[src/rtl/tdc_sync_decoder_if.sv]
// rtl/tdc_sync_decoder_if.sv - result handshake bundle of the counting TDC decoder
interface tdc_sync_decoder_if #(
  parameter int W = 8
);
  logic [W-1:0] out;
  logic         out_valid;
  logic         out_ready;
  logic         overflow;

  modport master (
    output out,
    output out_valid,
    output overflow,
    input  out_ready
  );

  modport slave (
    input  out,
    input  out_valid,
    input  overflow,
    output out_ready
  );
endinterface

[src/rtl/tdc_sync_decoder.sv]
// rtl/tdc_sync_decoder.sv - counts clk cycles from start strobe to first synchronized rising edge of in
module tdc_sync_decoder #(
  parameter int W       = 8,
  parameter int OFFSET  = 2,
  parameter int MAX_CNT = 255
) (
  input  logic                 clk,
  input  logic                 rst,
  input  logic                 start,
  input  logic                 in,
  output logic                 busy,
  output logic                 missed,
  tdc_sync_decoder_if.master   res
);

  localparam logic [W-1:0] CNT_MAX = W'(MAX_CNT);
  localparam logic [W-1:0] CNT_OFF = W'(OFFSET);

  typedef enum logic [1:0] {
    IDLE  = 2'd0,
    COUNT = 2'd1,
    DONE  = 2'd2
  } state_t;

  state_t       state_q, state_d;
  logic [W-1:0] cnt_q, cnt_d;
  logic [W-1:0] out_q, out_d;
  logic         ovf_q, ovf_d;
  logic         missed_q, missed_d;
  logic         s1_q, s1_d;
  logic         s2_q, s2_d;
  logic         s3_q, s3_d;
  logic         edge_det;

  // s3 only delays s2 so the edge detector sees a fresh low->high transition
  assign s1_d     = in;
  assign s2_d     = s1_q;
  assign s3_d     = s2_q;
  assign edge_det = s2_q & ~s3_q;

  always_ff @(posedge clk or negedge rst) begin
    if (!rst) begin
      state_q  <= IDLE;
      cnt_q    <= '0;
      out_q    <= '0;
      ovf_q    <= 1'b0;
      missed_q <= 1'b0;
      s1_q     <= 1'b0;
      s2_q     <= 1'b0;
      s3_q     <= 1'b0;
    end else begin
      state_q  <= state_d;
      cnt_q    <= cnt_d;
      out_q    <= out_d;
      ovf_q    <= ovf_d;
      missed_q <= missed_d;
      s1_q     <= s1_d;
      s2_q     <= s2_d;
      s3_q     <= s3_d;
    end
  end

  always_comb begin
    state_d = state_q;
    case (state_q)
      IDLE:    if (start) state_d = COUNT;
      COUNT:   if (edge_det || (cnt_q == CNT_MAX)) state_d = DONE;
      DONE:    if (res.out_ready) state_d = IDLE;
      default: state_d = IDLE;
    endcase
  end

  always_comb begin
    cnt_d    = cnt_q;
    out_d    = out_q;
    ovf_d    = ovf_q;
    missed_d = missed_q | (start & (state_q != IDLE));
    case (state_q)
      IDLE: begin
        if (start) cnt_d = '0;
      end
      COUNT: begin
        // an edge before OFFSET cycles means in was already rising at start
        if (edge_det) begin
          out_d = (cnt_q >= CNT_OFF) ? (cnt_q - CNT_OFF) : '0;
          ovf_d = 1'b0;
        end else if (cnt_q == CNT_MAX) begin
          out_d = CNT_MAX;
          ovf_d = 1'b1;
        end else begin
          cnt_d = cnt_q + W'(1);
        end
      end
      DONE: begin
        if (res.out_ready) ovf_d = 1'b0;
      end
      default: begin
        cnt_d = '0;
      end
    endcase
  end

  always_comb begin
    busy          = (state_q != IDLE);
    missed        = missed_q;
    res.out_valid = (state_q == DONE);
    res.out       = out_q;
    res.overflow  = ovf_q;
  end

endmodule

[src/flat_wrapper.sv]
// flat-port wrapper written by rule: the top's interface ports become plain ports
module tdc_sync_decoder_flat 
#(
  parameter int W       = 8,
  parameter int OFFSET  = 2,
  parameter int MAX_CNT = 255
)
  (clk, rst, start, in, busy, missed, res_out, res_out_valid, res_overflow, res_out_ready);
  tdc_sync_decoder_if #(.W(W)) res_i ();
  input  logic clk;
  input  logic rst;
  input  logic start;
  input  logic in;
  output logic busy;
  output logic missed;
  output wire logic [$bits(res_i.out)-1:0] res_out;
  output wire logic [$bits(res_i.out_valid)-1:0] res_out_valid;
  output wire logic [$bits(res_i.overflow)-1:0] res_overflow;
  input wire logic [$bits(res_i.out_ready)-1:0] res_out_ready;
  assign res_out = res_i.out;
  assign res_out_valid = res_i.out_valid;
  assign res_overflow = res_i.overflow;
  assign res_i.out_ready = res_out_ready;
  tdc_sync_decoder #(.W(W), .OFFSET(OFFSET), .MAX_CNT(MAX_CNT)) u_core (.clk(clk), .rst(rst), .start(start), .in(in), .busy(busy), .missed(missed), .res(res_i));
endmodule
[config.mk]
export PLATFORM = sky130hd
export DESIGN_NAME = tdc_sync_decoder_flat
export DESIGN_NICKNAME = d
export VERILOG_FILES = /design/src/rtl/tdc_sync_decoder_if.sv /design/src/rtl/tdc_sync_decoder.sv /design/src/flat_wrapper.sv
export SDC_FILE = /design/constraint.sdc
export NUM_CORES = 1
export LEC_CHECK = 0
export ABC_AREA = 1
export CORE_ASPECT_RATIO = 0.6
export CORE_UTILIZATION = 48
export DETAILED_ROUTE_END_ITERATION = 6
export PLACE_DENSITY_LB_ADDON = 0.25
export SYNTH_ARGS = -nofsm -noshare
export SYNTH_HDL_FRONTEND = slang
export SYNTH_SLANG_ARGS = --single-unit
[constraint.sdc]
create_clock -name clk -period 1.7 [get_ports clk]
set_input_delay 0.255 -clock clk [delete_from_list [all_inputs] [get_ports clk]]
set_output_delay 0.255 -clock clk [all_outputs]
set_load 0.02 [all_outputs]
==> results of run 1 <==
-- power groups by stage --
| stage | clock [mW] | sequential (mW) | combinational (mW) |
|---|---|---|---|
| floorplan | 0 | 0.953 | 0.820 |
| global placement | 0 | 0.819 | 1.38 |
| detailed placement | 0 | 0.838 | 1.42 |
| CTS | 0.361 | 0.828 | 1.41 |
| global route | 0.378 | 0.850 | 1.58 |
| finish | 0.350 | 0.829 | 1.41 |
-- cells by family (layout without fill, tap and decap cells) --
| logic type | after synthesis | after routing | synth area share |
|---|---|---|---|
| simple gates | 103 | 103 | 0.3258 |
| buf+inv | 34 | 54 | 0.1068 |
| flops | 23 | 23 | 0.4129 |
| compound gates | 21 | 21 | 0.08259 |
| fa+ha+maj | 8 | 8 | 0.07182 |
-- cell type report --
class,count,area [sq um],share of cell area
Sequential cell,23,576.8,0.3530
Inverter,31,116.4,0.07121
Tap cell,32,40.04,0.02450
Clock buffer,3,41.29,0.02527
Timing Repair Buffer,19,180.2,0.1103
Multi-Input combinational cell,132,671.9,0.4112
Clock inverter,1,7.507,0.004594
-- flip-flops by register name, indices dropped and copies added, names as in the netlist --
signal,flops
u_core.s2_q,1
u_core.res.overflow,1
u_core.cnt_q,8
u_core.missed,1
u_core.res.out,8
u_core.s1_q,1
u_core.state_q,2
u_core.s3_q,1
-- cell usage in the layout, fill, tap and decap left out, types with 2 or more instances in the layout --
cell type	instances
clkdlybuf4s50_1	14
clkbuf_8	3
nand2_1	59
dfrtp_1	22
ha_1	7
nand4_1	4
dlygate4sd2_1	2
inv_1	30
buf_4	3
o21ai_2	2
nand3_1	18
a21oi_1	4
o21ai_0	14
nor2_1	17
or2_2	2
-- path summary, 6_finish.rpt --
| path | to | start |
|---|---|---|
| min reg2reg | u_core.s2_q$_DFF_PN0_ | u_core.s1_q$_DFF_PN0_ |
| max | busy | u_core.state_q[1]$_DFFE_PN0P_ |
| min in group clk | u_core.s2_q$_DFF_PN0_ | u_core.s1_q$_DFF_PN0_ |
| min | u_core.res.overflow$_DFFE_PN0P_ | rst |
| max in group asynchronous | u_core.cnt_q[1]$_DFFE_PN0P_ | rst |
| max reg2reg | u_core.res.out[6]$_DFFE_PN0P_ | u_core.cnt_q[1]$_DFFE_PN0P_ |
-- repair_timing --
action,in CTS,in global routing
gates resized for setup,2,2
endpoints found under the setup margin,2,4
hold buffers,0,0
-- synth_stat cells --
cell type / n
nand3b_4: 1
o21ai_0: 14
dfrtp_1: 23
nor2_1: 17
or2_2: 2
o21ai_2: 2
inv_1: 30
ha_1: 8
nor2_4: 1
nand3_1: 18
buf_2: 1
nand3_2: 1
nand4_1: 4
buf_4: 1
o21bai_1: 1
buf_12: 1
nand2_1: 59
a21oi_1: 4
inv_2: 1
-- through the flow --
step / util / power [mW] / worst slack [ns] / hold WS (ns) / area, sq um
2_1_floorplan: - / 1.773 / 0.2951 / -0.04059 / 1394
3_3_place_gp: 0.6029 / 2.196 / 0.1595 / 0.3435 / 1584
3_5_place_dp: 0.6029 / 2.255 / 0.1014 / 0.3449 / 1584
4_1_cts: 0.6205 / 2.598 / 0.07679 / 0.3411 / 1630
5_1_grt: 0.6219 / 2.805 / 0.01147 / 0.3715 / 1634
6_report: 0.6219 / 2.594 / 0.1018 / 0.3300 / 1634
-- per-layer routing --
layer | part of all wire | vias to the layer above | routed length, um
li1 | - | 629 | -
met3 | 0.068 | 2 | 204
met5 | 0 | - | 0
met4 | 0.0083 | 0 | 25
met1 | 0.50 | 551 | 1496
met2 | 0.43 | 37 | 1295
==> impl_metrics.yaml, run 1 <==
outcome:
  outcome: "finished, final reports clean"
critical_path:
  cpLargestDelayFamily: "buffers and inverters"
  crit_arrival_ns: 1.34
  rrSetupSlack_ns: 0.16
  worstPathMaxFanout: 3
  crit_buf_inv: 3
  critical_path_class: "flip-flop to output port"
  critical_path.most_common_cell: "inv_1"
  ff2ff_path_depth: 9
  cp_slowest_cell: "dfrtp_1"
  cp.depth: 4
  crit_chain: "inv_1 -> ha_2 -> inv_1 -> dlygate4sd2_1"
  critPathLaunchType: "flip-flop"
  crit_required_ns: 1.44
  critPathCaptureType: "output port"
  critical-path-max-stage-delay_ns: 0.41
cts:
  cts_setup_buffers: 0
  cts_buffer_depth: 2
  cts.sinks: 23
  cts_tree: "done"
  clk_pin_slew_ns: 0.09
  clock-root-buffer: "clkbuf_8"
  cts_inserted_buffers: 3
  htree_num_levels: 1
  clk_latency_ns: 0.27
synthesis:
  yosysSeqAreaShare: 0.4129
  synth_top_area_frac: 0.4129
  ys_types: 19
  syn_inst: 189
  yosys-top-cells-area: "dfrtp_1 (41%), nand2_1 (16%), inv_1 (8.1%), ha_1 (7.2%), nand3_1 (6.5%)"
  ys_seq_elements: 23
  postSynthNetCount: 202
  avgSynthCellArea_sq_um: 7.375
  yosys_warnings: 0
  netlist_area_sq_um: 1394
  yosysTopAreaCell: "dfrtp_1"
global_route:
  met2_usage: 0.3238
  track_usage: 0.2177
  grt_util_met3: 0.07907
  grt_pass1_wl_mm: 5.106
  grt_pass1_vias: 1125
  grt.overflow.total: 0
  use_met1: 0.3081
  antenna_found_initial: 0
  grt_max_degree: 24
  busiest_layer: "met2"
die:
  core-area_sq_um: 2628
  dieHeight_um: 43.74
  io_pins: 17
  die_area_sq_um: 3130
  die_x_um: 71.57
  rows: 14
  initial_core_util: 0.5305
placement:
  hpwl_mm: 2.340
  gp_congestion: 0.9144
  dp.cells: 237
  io_buffers: 16
timing:
  slew_viol_final: 0
  fin_crit_sh: 0.9401
  tns_ns: 0
  finalHoldViolCount: 0
  rsz0062_at_grt: "no"
  period_needed_ns: 1.598
  tightestPinTransition_ns: 0.2974
  max_freq_mhz: 625.7
  setup_viol: 0
  max_slew_margin: 0.8017
  worst_clock_skew_ns: 0.004398
detailed_routing:
  drt-wirelength-per-cell_um: 12.54
  vias: 1219
  drc_errors: 0
  dr.pass1.iters: 4
  drt_iter0_drc: 105
  via_per_inst: 5.058
  drtAntennaViolNets: 0
  routed_wl_mm: 3.022
power:
  switching_share: 0.4415
  max-vdd-ir-drop_v: 0.0008319
  p_int_mw: 1.448
  cellLeakagePower_nw: 0.8434
  p_clk_frac: 0.135
  power_density_nw_per_um2: 1587
  p_sw_mw: 1.145
  combPwrFrac: 0.545
  seqPwrFrac: 0.320
layout:
  antennaDiodeCount: 0
  drive_above_1_share: 0.08134
  fin_cells: 241
  nNetsFinal: 223
  syn_to_final_growth_pct: 17.24
  nFillCells: 236
run:
  maxCapViolCount: 0
hold_path:
  hp-class: "primary input to asynchronous set/reset pin"
(Power assumes the default switching activity.)
==> inputs of run 2 (changes only) <==
--- a/config.mk
+++ b/config.mk
@@ -9,7 +9,9 @@
 export CORE_ASPECT_RATIO = 0.6
 export CORE_UTILIZATION = 48
 export DETAILED_ROUTE_END_ITERATION = 6
+export HOLD_SLACK_MARGIN = 0.05
 export PLACE_DENSITY_LB_ADDON = 0.25
+export SETUP_SLACK_MARGIN = 0.02
 export SYNTH_ARGS = -nofsm -noshare
 export SYNTH_HDL_FRONTEND = slang
 export SYNTH_SLANG_ARGS = --single-unit
==> constraint.sdc (replaced) <==
create_clock -name clk -period 1.7 [get_ports clk]
set_input_delay 0.51 -clock clk [delete_from_list [all_inputs] [get_ports clk]]
set_output_delay 0.51 -clock clk [all_outputs]
set_load 0.02 [all_outputs]
==> run 2 against run 1 <==
Compared with the run above:
- flip-flop and latch count stayed put
- clock power is 3% higher
- utilization is 1.1 points higher
- non-clock buffer count is 6 higher
- sequential share of layout area is 0.64 points lower
- cell count is 2.5% higher
- critical endpoint is now res_out_valid
==> impl_metrics.yaml, run 2 (synthesis gave the netlist of run 1 again) <==
critical_path:
  crit_required_ns: 1.19
  ff2ff_path_depth: 9
  critPathLaunchType: "flip-flop"
  crit_arrival_ns: 1.12
  worstPathMaxFanout: 2
  rr_endpoint: "u_core.res.out[6]$_DFFE_PN0P_"
  critical_path_class: "flip-flop to output port"
  rrSetupSlack_ns: 0.14
  critPathLaunch: "u_core.state_q[1]$_DFFE_PN0P_"
  reg2reg_from: "u_core.cnt_q[1]$_DFFE_PN0P_"
  critPathCaptureType: "output port"
hold_path:
  hp-start: "u_core.s1_q$_DFF_PN0_"
  worstHoldEndpoint: "u_core.s2_q$_DFF_PN0_"
  hold_depth: 0
  hp-class: "flip-flop to flip-flop"
placement:
  gp_congestion: 0.8848
  io_buffers: 16
  hpwl_mm: 2.310
  dp.cells: 243
  placed_area_sq_um: 1629
global_route:
  grt_max_degree: 24
  use_met1: 0.3220
  grt_pass1_wl_mm: 5.071
  antenna_found_initial: 0
  grt_pass1_vias: 1116
  track_usage: 0.2200
  grt.overflow.total: 0
  busiest_layer: "met1"
  met2_usage: 0.3067
  grt_util_met3: 0.05581
layout:
  nFillCells: 238
  nNetsFinal: 229
  syn_to_final_growth_pct: 19.39
  drive_above_1_share: 0.1256
  finalInstanceArea_sq_um: 1664
  antennaDiodeCount: 0
  fin_cells: 247
  final_cell_mix: "nand2_1 (59), inv_1 (29), dfrtp_1 (22)"
  layout_commonest_cell: "nand2_1"
cts:
  cts_buffer_depth: 2
  clk_latency_ns: 0.28
  cts_hold_buf: 0
  cts_tree: "done"
  clock-root-buffer: "clkbuf_8"
  clk_pin_slew_ns: 0.08
  htree_num_levels: 1
  cts_inserted_buffers: 3
  cts.sinks: 23
die:
  die_x_um: 71.57
  die_area_sq_um: 3130
  core-area_sq_um: 2628
  initial_core_util: 0.5305
  dieHeight_um: 43.74
  rows: 14
  io_pins: 17
detailed_routing:
  dr.pass1.iters: 4
  vias: 1274
  drt_iter0_drc: 79
  routed_wl_mm: 3.002
  drt-wirelength-per-cell_um: 12.15
  via_per_inst: 5.158
  drtAntennaViolNets: 0
  drc_errors: 0
timing:
  slew_viol_final: 0
  fin_crit_sh: 0.9614
  setup_viol: 0
  period_needed_ns: 1.634
  finalHoldViolCount: 0
  tightestPinTransition_ns: 0.2926
  worst_clock_skew_ns: 0.005605
  rsz0062_at_grt: "yes"
  max_freq_mhz: 611.8
  max_slew_margin: 0.8049
outcome:
  outcome: "finished, final reports clean"
run:
  maxCapViolCount: 0
power:
  cellLeakagePower_nw: 0.8766
  max-vdd-ir-drop_v: 0.0008125
  power_density_nw_per_um2: 1556
==> run 2: cell types whose count changed in the layout (fill, tap and decap cells not counted) <==
cell,previous run,this run
ha_1,7,6
ha_2,1,2
buf_2,0,1
clkdlybuf4s50_1,14,4
inv_2,1,2
buf_4,3,10
dlygate4sd2_1,2,10
inv_1,30,29
==> run 2: cell type report <==
cell class / instances / area [sq um] / area share
inverter: 31 / 116.4 / 0.06992
multi-input combinational: 132 / 674.4 / 0.4053
tap: 32 / 40.04 / 0.02406
sequential: 23 / 576.8 / 0.3466
clock inverter: 1 / 7.507 / 0.004511
timing repair buffer: 25 / 207.7 / 0.1248
clock buffer: 3 / 41.29 / 0.02481
==> run 2: repair_timing <==
action | CTS | global route
setup endpoints to repair | 12 | 6
resized for setup | 20 | 3
buffers inserted | 0 | 0
==> run 2: metal layers <==
metal,up-vias,share of wire
met5,-,0
met4,0,0.023
met3,9,0.070
met2,48,0.42
met1,576,0.48
li1,641,-
==> run 2: worst max path at each step <==
stage	end	slack, ns	cells past startpoint
after floorplan	u_core.state_q[0]$_DFFE_PN0P_	0.30	7
after global placement	busy	-0.05	4
after detailed placement	busy	-0.08	4
after CTS	res_out_valid	0.03	3
after global routing	busy	0.02	4
final	res_out_valid	0.07	3
==> run 2: where the power goes <==
part / switching, mW / internal (mW)
Sequential: 0.0975 / 0.712
Clock: 0.193 / 0.167
Combinational: 0.863 / 0.558
==> run 2: critical path, stage by stage (launching register included) <==
cell and delay [ns]:
dfrtp_1 0.39, buf_4 0.14, ha_2 0.17, buf_4 0.15
==> run 2: per-stage QoR <==
step	hold WS (ns)	setup WS, ns	TNS [ns]	util	power, mW
2_1_floorplan	0.2144	0.2951	0	-	1.773
3_3_place_gp	0.3432	-0.05403	-0.09147	0.6200	2.279
3_5_place_dp	0.3410	-0.07930	-0.1391	0.6200	2.312
4_1_cts	0.3702	0.02671	0	0.6310	2.579
5_1_grt	0.3775	0.01653	0	0.6333	2.805
6_report	0.3648	0.06557	0	0.6333	2.590
==> inputs of run 3 (changes only) <==
--- a/config.mk
+++ b/config.mk
@@ -6,8 +6,10 @@
 export NUM_CORES = 1
 export LEC_CHECK = 0
 export ABC_AREA = 1
+export CELL_PAD_IN_SITES_DETAIL_PLACEMENT = 0
+export CELL_PAD_IN_SITES_GLOBAL_PLACEMENT = 2
 export CORE_ASPECT_RATIO = 0.6
-export CORE_UTILIZATION = 48
+export CORE_UTILIZATION = 31
 export DETAILED_ROUTE_END_ITERATION = 6
 export HOLD_SLACK_MARGIN = 0.05
 export PLACE_DENSITY_LB_ADDON = 0.25
==> run 3 against run 2 <==
Compared with the run above:
- non-clock buffer count increased by 6
- cell count increased by 14%
- critical path depth unchanged
- utilization decreased by 21 points
- sequential share of layout area decreased by 2.3 points
- first-iteration DRC count increased by 3.8%
- maximum frequency decreased by 0.11%
- flip-flop and latch count unchanged
- global-route usage decreased by 5.7 points
- highest routed layer unchanged
==> impl_metrics.yaml, run 3 (synthesis gave the netlist of run 1 again) <==
cts:
  htree_num_levels: 1
  clk_pin_slew_ns: 0.09
  clk_latency_ns: 0.27
  cts.sinks: 23
  clock-root-buffer: "clkbuf_8"
  cts_buffer_depth: 2
  cts_hold_buf: 0
  cts_tree: "done"
  cts_inserted_buffers: 3
critical_path:
  rrSetupSlack_ns: 0.13
  critical-path-max-stage-delay_ns: 0.40
  cp.depth: 3
  crit_buf_inv: 2
  critPathCaptureType: "output port"
  cp_slowest_cell: "dfrtp_1"
  critPathLaunch: "u_core.state_q[1]$_DFFE_PN0P_"
  crit_arrival_ns: 1.13
  critical_path_class: "flip-flop to output port"
  crit_end: "res_out_valid"
  ff2ff_path_depth: 8
  critPathLaunchType: "flip-flop"
  crit_chain: "buf_4 -> ha_2 -> buf_6"
  rr_endpoint: "u_core.cnt_q[7]$_DFFE_PN0P_"
  cpLargestDelayFamily: "flip-flops"
  worstPathMaxFanout: 2
  crit_required_ns: 1.19
  reg2reg_from: "u_core.state_q[1]$_DFFE_PN0P_"
hold_path:
  hold_depth: 0
  hp-class: "flip-flop to flip-flop"
die:
  die_area_sq_um: 4777
  initial_core_util: 0.3310
  die_x_um: 88.57
  io_pins: 17
  rows: 18
  core-area_sq_um: 4212
  dieHeight_um: 53.94
outcome:
  outcome: "finished, final reports clean"
detailed_routing:
  drc_errors: 0
  routed_wl_mm: 3.546
  drt-wirelength-per-cell_um: 12.57
  via_per_inst: 4.493
  vias: 1267
  drt_iter0_drc: 82
  dr.pass1.iters: 4
  drtAntennaViolNets: 0
layout:
  drive_above_1_share: 0.1577
  final_cell_mix: "nand2_1 (59), inv_1 (29), dfrtp_1 (22)"
  finish.utilization: 0.4228
  fin_cells: 282
  nNetsFinal: 236
  finalInstanceArea_sq_um: 1780
  seqCellArea_sq_um: 576.8
  antennaDiodeCount: 0
  layout_commonest_cell: "nand2_1"
  syn_to_final_growth_pct: 27.74
  nFillCells: 443
  multiInputGateArea_sq_um: 706.9
timing:
  tightestPinTransition_ns: 0.3014
  hold_slack_ns: 0.3592
  worst_clock_skew_ns: 0.004198
  finalHoldViolCount: 0
  period_needed_ns: 1.636
  max_freq_mhz: 611.1
  max_slew_margin: 0.7991
  setup_viol: 0
  slew_viol_final: 0
  rsz0062_at_grt: "no"
  fin_crit_sh: 0.9625
placement:
  io_buffers: 16
  placed_area_sq_um: 1664
  gp_congestion: 0.8179
  dp.cells: 271
  hpwl_mm: 2.590
global_route:
  grt_pass1_wl_mm: 5.575
  grt.overflow.total: 0
  antenna_found_initial: 0
  grt_max_degree: 24
  track_usage: 0.1632
  grt_pass1_vias: 1106
power:
  total_power_mw: 2.795
  power_density_nw_per_um2: 1570
  max-vdd-ir-drop_v: 0.0006562
  cellLeakagePower_nw: 0.9200
run:
  maxCapViolCount: 0
## run 3: cell types whose count changed in the layout (fill, tap and decap cells not counted)
cell	delta
ha_1	-1
ha_4	+1
nand3b_4	+1
o21ai_1	+1
buf_6	+1
o21ai_0	-1
buf_4	+5
## run 3: what timing repair did
item	CTS	global route
endpoints found under the hold margin	0	0
setup endpoints to repair	12	17
pin swaps	0	0
resized for setup	20	8
cloned	0	1
buffers inserted	0	6
## run 3: metal layers
metal,GRT usage,routed length (um),share of wire
met5,0,0,0
met4,0.04839,25,0.0071
met3,0.04294,118,0.033
met2,0.2282,1396,0.39
met1,0.2429,2005,0.57
## run 3: worst min-delay path by stage
stage,start,to,slack [ns]
final,u_core.s1_q$_DFF_PN0_,u_core.s2_q$_DFF_PN0_,0.36
after global routing,u_core.s1_q$_DFF_PN0_,u_core.s2_q$_DFF_PN0_,0.38
after CTS,u_core.s1_q$_DFF_PN0_,u_core.s2_q$_DFF_PN0_,0.36
after detailed placement,u_core.s1_q$_DFF_PN0_,u_core.s2_q$_DFF_PN0_,0.34
after global placement,u_core.s1_q$_DFF_PN0_,u_core.s2_q$_DFF_PN0_,0.34
after floorplan,rst,u_core.cnt_q[0]$_DFFE_PN0P_,0.21
## run 3: layout make-up
class / instances / share of cell area
multi-input combinational: 133 / 0.3970
sequential: 23 / 0.3240
timing repair buffer: 31 / 0.1441
inverter: 31 / 0.06536
tap: 60 / 0.04216
clock buffer: 3 / 0.02319
clock inverter: 1 / 0.004216
## run 3: worst register-to-register path, cell delays in order (launching register included)
cell and delay, ns:
dfrtp_1 0.40, inv_1 0.11, buf_4 0.13, ha_2 0.22, buf_4 0.17, nand3_2 0.15, nand3b_4 0.18, nand2_1 0.06
o21ai_0 0.07
## run 3: power by group
group	leakage, nW	internal, mW	switching, mW
combinational	0.615	0.687	0.936
clock	0.0217	0.166	0.195
sequential	0.283	0.712	0.0997
total	0.920	1.56	1.23
## run 3: stage by stage
step	setup WS, ns	TNS (ns)
2_1_floorplan	0.2951	0
3_3_place_gp	-0.07006	-0.1307
3_5_place_dp	-0.09504	-0.1617
4_1_cts	0.02405	0
5_1_grt	0.01829	0
6_report	0.06370	0
